<file path="config.mk">
export PLATFORM = sky130hd
export DESIGN_NAME = alu_req_arbiter
export DESIGN_NICKNAME = d
export VERILOG_FILES = /design/src/rtl/alu_req_arbiter.sv
export SDC_FILE = /design/constraint.sdc
export NUM_CORES = 1
export LEC_CHECK = 0
export CORE_MARGIN = 4
export CORE_UTILIZATION = 50
export DETAILED_ROUTE_END_ITERATION = 12
export PLACE_DENSITY_LB_ADDON = 0.25
export SLEW_MARGIN = 10
export SYNTH_ARGS = -nofsm -noshare
export SYNTH_HDL_FRONTEND = slang
export SYNTH_SLANG_ARGS = --single-unit
</file>
<file path="constraint.sdc">
create_clock -name clk -period 3.7 [get_ports clk]
set_input_delay 0.37 -clock clk [delete_from_list [all_inputs] [get_ports clk]]
set_output_delay 0.37 -clock clk [all_outputs]
set_load 0.01 [all_outputs]
</file>
<file path="src/rtl/alu_req_arbiter.sv">
// Two-requester arbiter in front of one shared bitwise logic unit.
// Each request is granted, executed and answered in a fixed three-cycle sequence.
module alu_req_arbiter #(
    parameter int N = 4
) (
    input  logic         clk,
    input  logic         rst_n,
    input  logic [1:0]   req,
    input  logic [N-1:0] a0,
    input  logic [N-1:0] b0,
    input  logic [1:0]   op0,
    input  logic [N-1:0] a1,
    input  logic [N-1:0] b1,
    input  logic [1:0]   op1,
    output logic [1:0]   gnt,
    output logic [1:0]   done,
    output logic [N-1:0] result,
    output logic         flagZ,
    output logic         busy
);

    typedef enum logic [1:0] {
        IDLE = 2'd0,
        EXEC = 2'd1,
        RESP = 2'd2
    } state_t;

    state_t       state;
    logic         ptr;
    logic [N-1:0] a_q;
    logic [N-1:0] b_q;
    logic [1:0]   op_q;
    logic [N-1:0] unit;
    logic         pick1;

    // Requester 1 wins when it is alone, or when both ask and the pointer names it
    always_comb begin
        pick1 = req[1] & (~req[0] | ptr);
    end

    // Shared logic unit working only on the latched operands
    always_comb begin
        unit = '0;
        case (op_q)
            2'b00:   unit = a_q & b_q;
            2'b01:   unit = a_q | b_q;
            2'b10:   unit = a_q ^ b_q;
            default: unit = ~(a_q & b_q);
        endcase
    end

    assign busy = (state != IDLE);

    // Sequencer: grant and latch in IDLE, compute in EXEC, pulse done in RESP
    always_ff @(posedge clk or negedge rst_n) begin
        if (!rst_n) begin
            state  <= IDLE;
            ptr    <= 1'b0;
            gnt    <= 2'b00;
            done   <= 2'b00;
            result <= '0;
            flagZ  <= 1'b0;
            a_q    <= '0;
            b_q    <= '0;
            op_q   <= 2'b00;
        end else begin
            case (state)
                IDLE: begin
                    done <= 2'b00;
                    if (|req) begin
                        gnt   <= pick1 ? 2'b10 : 2'b01;
                        a_q   <= pick1 ? a1 : a0;
                        b_q   <= pick1 ? b1 : b0;
                        op_q  <= pick1 ? op1 : op0;
                        state <= EXEC;
                    end
                end
                EXEC: begin
                    result <= unit;
                    flagZ  <= (unit == '0);
                    done   <= gnt;
                    state  <= RESP;
                end
                RESP: begin
                    done  <= 2'b00;
                    gnt   <= 2'b00;
                    ptr   <= gnt[0];
                    state <= IDLE;
                end
                default: begin
                    done  <= 2'b00;
                    gnt   <= 2'b00;
                    state <= IDLE;
                end
            endcase
        end
    end

endmodule

</file>
==> out/results.tsv, run 1 <==
stage	metric	value	unit
floorplan	Die Height	56.5	um
setup_path	Setup crit start kind	flip-flop	
yosys	simple-gate share of the synthesized area	0.140	
pwr	Pwr Density	758	nW/um^2
clock_tree	Hold Buf Count CTS	0	
global_route	met2 Use GR	0.277	
yosys	Cells after Synth	116	
yosys	Post-synth EDFFs	0	
route	drt drc	0	
yosys	largest family of logic cells by synthesized area	compound AO/OA/AOI/OAI gates	
floorplan	core area	2230	um^2
clock_tree	post-cts resize count	0	
setup_path	maximum fanout along the worst path	7	
yosys	register area share after synthesis	0.469	
layout	layout filler cell count	177	
layout	Area Overhead vs Synth	31.6	%
layout	layout cells sized above 1	0.0671	
route	DRT antenna net count	0	
yosys	Synth cell types	29	
global_route	GRT Total Usage	0.157	
sta	Slew Viols, Final	0	
floorplan	Die Area	3190	um^2
yosys	Post-synth top cells	dfrtp_1, inv_1, nor2_1, a221o_1	
floorplan	chip width	56.5	um
sta	setup slack after layout	1.71	ns
clock_tree	clk buf depth	2	
setup_path	family with the most delay on the worst path	buffers and inverters	
clock_tree	Clock Root Buffer	clkbuf_4	
sta	setup_tns	0	ns
yosys	most common cell in the synthesized netlist	dfrtp_1	
clock_tree	post-CTS setup buffer count	0	
sta	RSZ-0062 raised after global routing	false	
route	first drt pass iteration count	4	
global_route	M3 GR Usage	0.0299	
setup_path	worst setup path start	state[0]$_DFFE_PN0N_	
layout	Non-Filler Instances	177	
global_route	initial antenna violation count	0	
setup_path	Req. time, crit path	3.33	ns
sta	Relative slew margins	0.360	
route	Via Count	959	
placed_design	dpl cells	173	
layout	n_diodes	0	
yosys	Async S/R FF share, synth	1.00	
route	wire per inst	13.4	um
floorplan	Ports	34	
route	WL final	2.38	mm
setup_path	CP Buf/Inv Count	1	
yosys	cell area after synthesis	1170	um^2
hold_path	hold path start	flagZ$_DFFE_PN0N_	
yosys	yosys warns	0	
clock_tree	CTS tree	done	
sta	final hold violations	0	
clock_tree	Clock Latency Late Sink	0.31	ns
global_route	Most Used Layer, Global Route	met2	
global_route	number of global-route vias before repair	944	
sta	final setup violating endpoints	0	
clock_tree	CTS Sinks	22	
global_route	GR Layer Usage met1	0.190	
layout	multi-input logic area	539	um^2
placed_design	pre-CTS setup slack	1.75	ns
floorplan	Core Rows	17	
yosys	Post-Syn Area per Cell	10.1	um^2
yosys	area share of fa/ha/maj cells after synthesis	0.0853	
yosys	multiplexer share of the synthesized area	0.0192	
pwr	leakage	0.686	nW
yosys	share of the synthesized area in the top cell type	0.469	
global_route	largest net degree at the start of global routing	23	
yosys	Seq cells post-synth	22	
placed_design	RePlAce Congestion	0.749	
placed_design	Port Buf Inserts	33	
hold_path	Hold Crit Class	flip-flop to flip-flop	
global_route	total grt overflow	0	
clock_tree	clock transition at the registers of the reported paths	0.13	ns
clock_tree	# H-tree levels	1	
layout	area taken by flip-flops and latches	551	um^2
yosys	prevailing post-synth register cell	dfrtp_1	
setup_path	Slowest cell on crit path	clkdlybuf4s50_1	
sta	fin crit period	1.99	ns
sta	Tightest Pin Transition	0.958	ns
sta	FMAX	504	MHz
setup_path	CP Capture Type	output pin	
placed_design	DP Wirelength	1.88	mm
global_route	global-route wire length before repair	4.00	mm
yosys	post-synthesis compound-gate area fraction	0.215	
yosys	xor/xnor share of the synthesized area	0	
layout	Layout Nets	182	
setup_path	Crit path arrival time	1.62	ns
job	total of max-cap violations	0	
route	routed vias/inst	5.42	
yosys	syn nets	148	
setup_path	CP peak stage delay	0.51	ns
pwr	Peak VDD IR	0.479	mV
setup_path	r2r startpoint	a_q[0]$_DFFE_PN0P_	
outcome	status	finished clean	
setup_path	WS Path Type	flip-flop to output pin	
sta	final worst-path cycle share	0.537	
yosys	most area-hungry cell type in the Yosys netlist	dfrtp_1	
yosys	synth top area cells	dfrtp_1, a221o_1, ha_1	
setup_path	critical path cell sequence	or2_1, clkdlybuf4s50_1	
route	DR iter-0 viols	10	
sta	clock skew	0.0112	ns
floorplan	initial core utilization	0.525	
clock_tree	Inserted Clock Buffers	3	
[per-layer routing]
layer / vias to the layer above / part of all wire / wire length (um)
met5: - / 0 / 0
met4: 0 / 0.012 / 29
met3: 4 / 0.061 / 146
met2: 26 / 0.50 / 1200
met1: 457 / 0.42 / 1000
li1: 472 / - / -
[layout by cell type (no fill, tap or decap), types with 2 or more instances in the layout]
master,Yosys,layout
dfrtp_1,22,22
mux2_2,2,2
nor2_2,2,2
ha_1,8,8
a21oi_1,3,3
nand2_1,8,8
nor2_1,12,12
o31ai_1,2,2
nand2b_1,2,2
clkdlybuf4s50_1,0,33
o211ai_1,3,3
a221o_1,10,10
o21ai_0,7,7
clkbuf_4,0,3
nor2b_1,6,6
inv_1,13,13
[path summary, 6_finish.rpt]
check / to / slack, ns / cells after the start
max: busy / 1.71 / 2
min: flagZ$_DFFE_PN0N_ / 0.50 / 2
max reg2reg: flagZ$_DFFE_PN0N_ / 2.14 / 6
min reg2reg: flagZ$_DFFE_PN0N_ / 0.50 / 2
max in group asynchronous: op_q[1]$_DFFE_PN0P_ / 2.54 / 1
min in group asynchronous: result[1]$_DFFE_PN0N_ / 0.58 / 1
[through the flow]
stage | total power, mW | util | area [um^2] | hold slack [ns]
floorplan | 0.854 | - | 1170 | 0.0744
global placement | 1.01 | 0.675 | 1510 | 0.465
detailed placement | 1.04 | 0.675 | 1510 | 0.472
CTS | 1.18 | 0.691 | 1540 | 0.500
global route | 1.28 | 0.691 | 1540 | 0.516
finish | 1.17 | 0.691 | 1540 | 0.500
[layout make-up]
cell class / count / area share
tap: 28 / 0.0227
sequential: 22 / 0.357
clock buffer: 4 / 0.0235
multi-input combinational: 76 / 0.349
timing repair buffer: 33 / 0.214
inverter: 14 / 0.0340
[cell families after synthesis]
| family | after synthesis |
|---|---|
| buf+inv | 18 |
| flops | 22 |
| mux | 2 |
| simple gates | 34 |
| fa+ha+maj | 8 |
| compound gates | 32 |
[tightest hold or removal path, stage by stage (launching register included)]
cell	delay [ns]
dfrtp_1	0.37
nand2_1	0.06
o41ai_1	0.05
[sequential cells by signal (all words and copies together), names as in the netlist]
signal and count:
a_q 4, b_q 4, op_q 2, state 2, gnt 2, result 4, flagZ 1, ptr 1
done 2
[report_power, final]
| group | leakage, nW | switching, mW | internal [mW] |
|---|---|---|---|
| registers | 0.274 | 0.0926 | 0.348 |
| clock network | 0.0210 | 0.0741 | 0.0600 |
| logic | 0.391 | 0.290 | 0.306 |
Note: power is estimated with default switching activity, not from simulation.
==> run 2, diff against run 1 <==
--- a/config.mk
+++ b/config.mk
@@ -6,7 +6,7 @@
 export NUM_CORES = 1
 export LEC_CHECK = 0
 export CORE_MARGIN = 4
-export CORE_UTILIZATION = 50
+export CORE_UTILIZATION = 46
 export DETAILED_ROUTE_END_ITERATION = 12
 export PLACE_DENSITY_LB_ADDON = 0.25
 export SLEW_MARGIN = 10
==> constraint.sdc (replaced) <==
create_clock -name clk -period 1.9 [get_ports clk]
set_input_delay 0.19 -clock clk [delete_from_list [all_inputs] [get_ports clk]]
set_output_delay 0.19 -clock clk [all_outputs]
set_load 0.01 [all_outputs]
==> run 2 against run 1 <==
  * Global-route usage increased by 0.44 points
  * Utilization decreased by 5.8 points
  * Non-clock buffer count is 1 higher
  * Via count rose by 1.8%
  * Critical path type unchanged
  * Largest power group unchanged
  * Largest cell class unchanged
  * Clock skew is 0.0075 ns lower
  * Count of clock-buffer cells in the layout did not move
==> out/results.tsv, run 2 (synthesis gave the netlist of run 1 again) <==
stage	metric	value	unit
sta	final hold violations	0	
placed_design	DP Wirelength	1.89	mm
sta	Slew Viols, Final	0	
clock_tree	# H-tree levels	1	
floorplan	Die Area	3420	um^2
floorplan	Core Rows	18	
layout	Area Overhead vs Synth	32.4	%
floorplan	Ports	34	
clock_tree	clock transition at the registers of the reported paths	0.13	ns
clock_tree	Inserted Clock Buffers	3	
clock_tree	post-cts resize count	0	
clock_tree	clk buf depth	2	
layout	commonest non-fill, non-tap cell in the layout	clkdlybuf4s50_1	
setup_path	Crit path arrival time	1.61	ns
sta	RSZ-0062 raised after global routing	false	
placed_design	pre-CTS setup slack	0.171	ns
setup_path	CP Buf/Inv Count	1	
layout	layout cells sized above 1	0.0733	
route	first drt pass iteration count	4	
route	drt drc	0	
route	DR iter-0 viols	28	
route	WL final	2.43	mm
route	DRT antenna net count	0	
route	routed vias/inst	5.42	
layout	Final Cell Area	1550	um^2
pwr	sequential share of power	0.379	
placed_design	dpl cells	176	
route	Via Count	976	
global_route	GRT Total Usage	0.162	
global_route	number of global-route vias before repair	938	
clock_tree	CTS Sinks	22	
sta	final worst-path cycle share	0.946	
global_route	initial antenna violation count	0	
global_route	largest net degree at the start of global routing	23	
setup_path	critical path cell sequence	or2_1, clkdlybuf4s50_1	
sta	setup slack after layout	0.102	ns
setup_path	Setup crit start kind	flip-flop	
sta	Tightest Pin Transition	0.452	ns
global_route	total grt overflow	0	
route	wire per inst	13.5	um
pwr	Sw Share	0.389	
pwr	internal cell power	1.39	mW
sta	setup_tns	0	ns
floorplan	initial core utilization	0.478	
sta	clock skew	0.00367	ns
layout	fin util	0.633	
clock_tree	Clock Root Buffer	clkbuf_4	
setup_path	CP Capture Type	output pin	
outcome	status	finished clean	
clock_tree	post-CTS setup buffer count	0	
setup_path	maximum fanout along the worst path	7	
clock_tree	Clock Latency Late Sink	0.31	ns
pwr	Pwr Density	1460	nW/um^2
global_route	global-route wire length before repair	4.13	mm
pwr	clock share of power	0.116	
setup_path	family with the most delay on the worst path	buffers and inverters	
layout	most frequent cells in the layout	clkdlybuf4s50_1, dfrtp_1, inv_1	
sta	FMAX	556	MHz
setup_path	WS Path Type	flip-flop to output pin	
layout	n_diodes	0	
sta	WHS	0.204	ns
setup_path	CP peak stage delay	0.51	ns
setup_path	Slowest cell on crit path	clkdlybuf4s50_1	
floorplan	core area	2450	um^2
setup_path	R2R Setup Slk	0.35	ns
sta	Relative slew margins	0.698	
hold_path	Hold Crit Class	input pin to async pin	
layout	Largest regs	a_q: 4 flops, b_q: 4 flops, result: 4 flops	
layout	Layout Nets	183	
pwr	Net Switching	0.883	mW
pwr	Tot Pwr	2.27	mW
sta	final setup violating endpoints	0	
placed_design	Port Buf Inserts	33	
job	total of max-cap violations	0	
clock_tree	Hold Buf Count CTS	0	
pwr	combinational share of power	0.506	
pwr	leakage	0.691	nW
placed_design	RePlAce Congestion	0.758	
pwr	Peak VDD IR	0.802	mV
sta	fin crit period	1.80	ns
layout	Non-Filler Instances	180	
floorplan	chip width	58.5	um
clock_tree	CTS tree	done	
setup_path	Req. time, crit path	1.71	ns
placed_design	Post-DP Area	1520	um^2
floorplan	Die Height	58.5	um
==> run 2: cell types whose count changed in the layout (fill, tap and decap cells not counted) <==
| cell | delta |
|---|---|
| buf_4 | +1 |
==> run 2: power by group through the flow <==
| stage | logic, mW | registers, mW | clock network (mW) |
|---|---|---|---|
| 3_5_place_dp | 1.17 | 0.873 | 0 |
| 6_report | 1.15 | 0.861 | 0.263 |
| 3_3_place_gp | 1.12 | 0.856 | 0 |
| 2_1_floorplan | 0.830 | 0.833 | 0 |
| 5_1_grt | 1.30 | 0.895 | 0.292 |
| 4_1_cts | 1.17 | 0.861 | 0.268 |
==> run 2: worst paths after layout <==
| check | start | end | cells past startpoint |
|---|---|---|---|
| max in group asynchronous | rst_n | b_q[0]$_DFFE_PN0P_ | 2 |
| min in group clk | b0[2] | b_q[2]$_DFFE_PN0P_ | 2 |
| setup reg to reg | state[0]$_DFFE_PN0N_ | op_q[0]$_DFFE_PN0P_ | 4 |
| setup / recovery | state[0]$_DFFE_PN0N_ | busy | 2 |
| hold reg to reg | flagZ$_DFFE_PN0N_ | flagZ$_DFFE_PN0N_ | 2 |
| hold / removal | rst_n | ptr$_DFFE_PN0N_ | 2 |
==> run 2: final cells by class <==
class | instances | area [um^2]
clock buffer | 4 | 36.3
sequential | 22 | 551
timing repair buffer | 34 | 338
multi-input combinational | 76 | 539
tap | 30 | 37.5
inverter | 14 | 52.6
fill | 204 | 901
==> run 2: layer usage <==
metal / track usage / vias up / wire [um]
met5: 0 / - / 0
met4: 0.0795 / 0 / 44
met2: 0.287 / 28 / 1220
met3: 0.0351 / 4 / 132
li1: - / 473 / -
met1: 0.181 / 471 / 1030
==> run 2: worst register-to-register path, stage by stage, from the launching register on <==
cell and delay, ns:
dfrtp_1 0.46, or2_1 0.33, a21oi_4 0.31, nor2b_1 0.09
a221o_1 0.27
==> run 3, diff against run 2 <==
--- a/config.mk
+++ b/config.mk
@@ -5,8 +5,9 @@
 export SDC_FILE = /design/constraint.sdc
 export NUM_CORES = 1
 export LEC_CHECK = 0
+export CAP_MARGIN = 20
 export CORE_MARGIN = 4
-export CORE_UTILIZATION = 46
+export CORE_UTILIZATION = 40
 export DETAILED_ROUTE_END_ITERATION = 12
 export PLACE_DENSITY_LB_ADDON = 0.25
 export SLEW_MARGIN = 10
==> run 3 against run 2 <==
  * Global-route usage fell by 3.1 points
  * Design area barely moved
  * Register-to-register slack got worse by 0.02 ns
  * Clock skew rose by 0.0019 ns
  * Sequential share of layout area barely moved
  * Critical path type unchanged
==> out/results.tsv, run 3 (synthesis gave the netlist of run 1 again) <==
stage	metric	value	unit
setup_path	worst r2r path cells	4	
sta	Tightest Pin Transition	0.481	ns
clock_tree	CTS Sinks	22	
sta	Relative slew margins	0.679	
setup_path	Req. time, crit path	1.71	ns
sta	FMAX	555	MHz
placed_design	RePlAce Congestion	0.794	
route	routed vias/inst	5.26	
global_route	initial antenna violation count	0	
route	wire per inst	13.6	um
floorplan	Die Height	62.2	um
sta	setup_tns	0	ns
outcome	status	finished clean	
route	WL final	2.45	mm
layout	Layout Nets	183	
setup_path	R2R Setup Slk	0.33	ns
pwr	Peak VDD IR	0.796	mV
setup_path	maximum fanout along the worst path	7	
route	first drt pass iteration count	4	
placed_design	dpl cells	177	
hold_path	Hold Crit Class	input pin to async pin	
floorplan	Die Area	3860	um^2
route	drt drc	0	
setup_path	crit path to	busy	
sta	Slew Viols, Final	0	
global_route	largest net degree at the start of global routing	23	
global_route	GRT Total Usage	0.130	
clock_tree	post-CTS setup buffer count	0	
placed_design	Port Buf Inserts	33	
clock_tree	Clock Root Buffer	clkbuf_4	
layout	most frequent cells in the layout	clkdlybuf4s50_1, dfrtp_1, inv_1	
floorplan	initial core utilization	0.422	
clock_tree	Clock Latency Late Sink	0.31	ns
sta	final hold violations	0	
floorplan	Core Rows	19	
layout	commonest non-fill, non-tap cell in the layout	clkdlybuf4s50_1	
global_route	global-route wire length before repair	4.12	mm
clock_tree	CTS tree	done	
layout	Non-Filler Instances	181	
layout	n_diodes	0	
job	total of max-cap violations	0	
clock_tree	Hold Buf Count CTS	0	
setup_path	CP Capture Type	output pin	
clock_tree	post-cts resize count	0	
global_route	number of global-route vias before repair	929	
layout	layout cells sized above 1	0.0733	
global_route	total grt overflow	0	
pwr	Pwr Density	1460	nW/um^2
clock_tree	# H-tree levels	1	
clock_tree	clk buf depth	2	
setup_path	WS Path Type	flip-flop to output pin	
layout	Largest regs	a_q: 4 flops, b_q: 4 flops, result: 4 flops	
clock_tree	clock transition at the registers of the reported paths	0.12	ns
clock_tree	Inserted Clock Buffers	3	
floorplan	Ports	34	
setup_path	r2r startpoint	state[0]$_DFFE_PN0N_	
setup_path	Crit path arrival time	1.61	ns
route	DRT antenna net count	0	
sta	RSZ-0062 raised after global routing	false	
sta	final worst-path cycle share	0.947	
setup_path	Setup crit start kind	flip-flop	
sta	fin crit period	1.80	ns
pwr	leakage	0.691	nW
layout	Area Overhead vs Synth	32.5	%
placed_design	DP Wirelength	1.90	mm
sta	final setup violating endpoints	0	
sta	clock skew	0.00554	ns
setup_path	RR Endpoint	b_q[3]$_DFFE_PN0P_	
floorplan	core area	2780	um^2
floorplan	chip width	62.2	um
route	DR iter-0 viols	31	
setup_path	worst setup path start	state[0]$_DFFE_PN0N_	
route	Via Count	952	
-- run 3: cell counts in the layout (fill, tap and decap cells not counted) --
Identical to the previous run, type by type.
-- run 3: area by class of cell --
class,count,area (um^2)
Timing Repair Buffer,34,338
Sequential cell,22,551
Clock buffer,4,36.3
Tap cell,31,38.8
Inverter,14,52.6
Fill cell,267,1230
Multi-Input combinational cell,76,539
-- run 3: layer usage --
layer | up-vias | GRT usage | share of wire
li1 | 472 | - | -
met1 | 454 | 0.157 | 0.44
met2 | 22 | 0.222 | 0.51
met3 | 4 | 0.0324 | 0.046
met4 | 0 | 0.0488 | 0.012
met5 | - | 0 | 0
-- run 3: how the worst min path moves through the flow --
stage / endpoint / slack [ns] / start
2_1_floorplan: a_q[0]$_DFFE_PN0P_ / -0.11 / rst_n
3_3_place_gp: flagZ$_DFFE_PN0N_ / 0.46 / flagZ$_DFFE_PN0N_
3_5_place_dp: flagZ$_DFFE_PN0N_ / 0.48 / flagZ$_DFFE_PN0N_
4_1_cts: result[1]$_DFFE_PN0N_ / 0.22 / rst_n
5_1_grt: result[1]$_DFFE_PN0N_ / 0.23 / rst_n
6_report: result[1]$_DFFE_PN0N_ / 0.21 / rst_n
-- run 3: through the flow --
step,utilization,total power [mW],hold WS [ns],cell area [um^2],worst slack (ns)
floorplan,-,1.66,-0.106,1170,0.476
global placement,0.546,1.98,0.465,1520,0.222
detailed placement,0.546,2.04,0.476,1520,0.133
CTS,0.559,2.31,0.216,1560,0.0783
global route,0.559,2.49,0.234,1560,0.0329
finish,0.559,2.27,0.210,1560,0.0998
-- run 3: power by group --
group          total [mW]  switching, mW  internal [mW]
Sequential          0.856          0.178          0.677
Clock               0.260          0.143          0.117
Combinational        1.16          0.561          0.597
Total                2.27          0.882           1.39
-- run 3: critical path, cell delays in order (launching register included) --
cell,delay [ns]
dfrtp_1,0.46
or2_1,0.34
clkdlybuf4s50_1,0.51
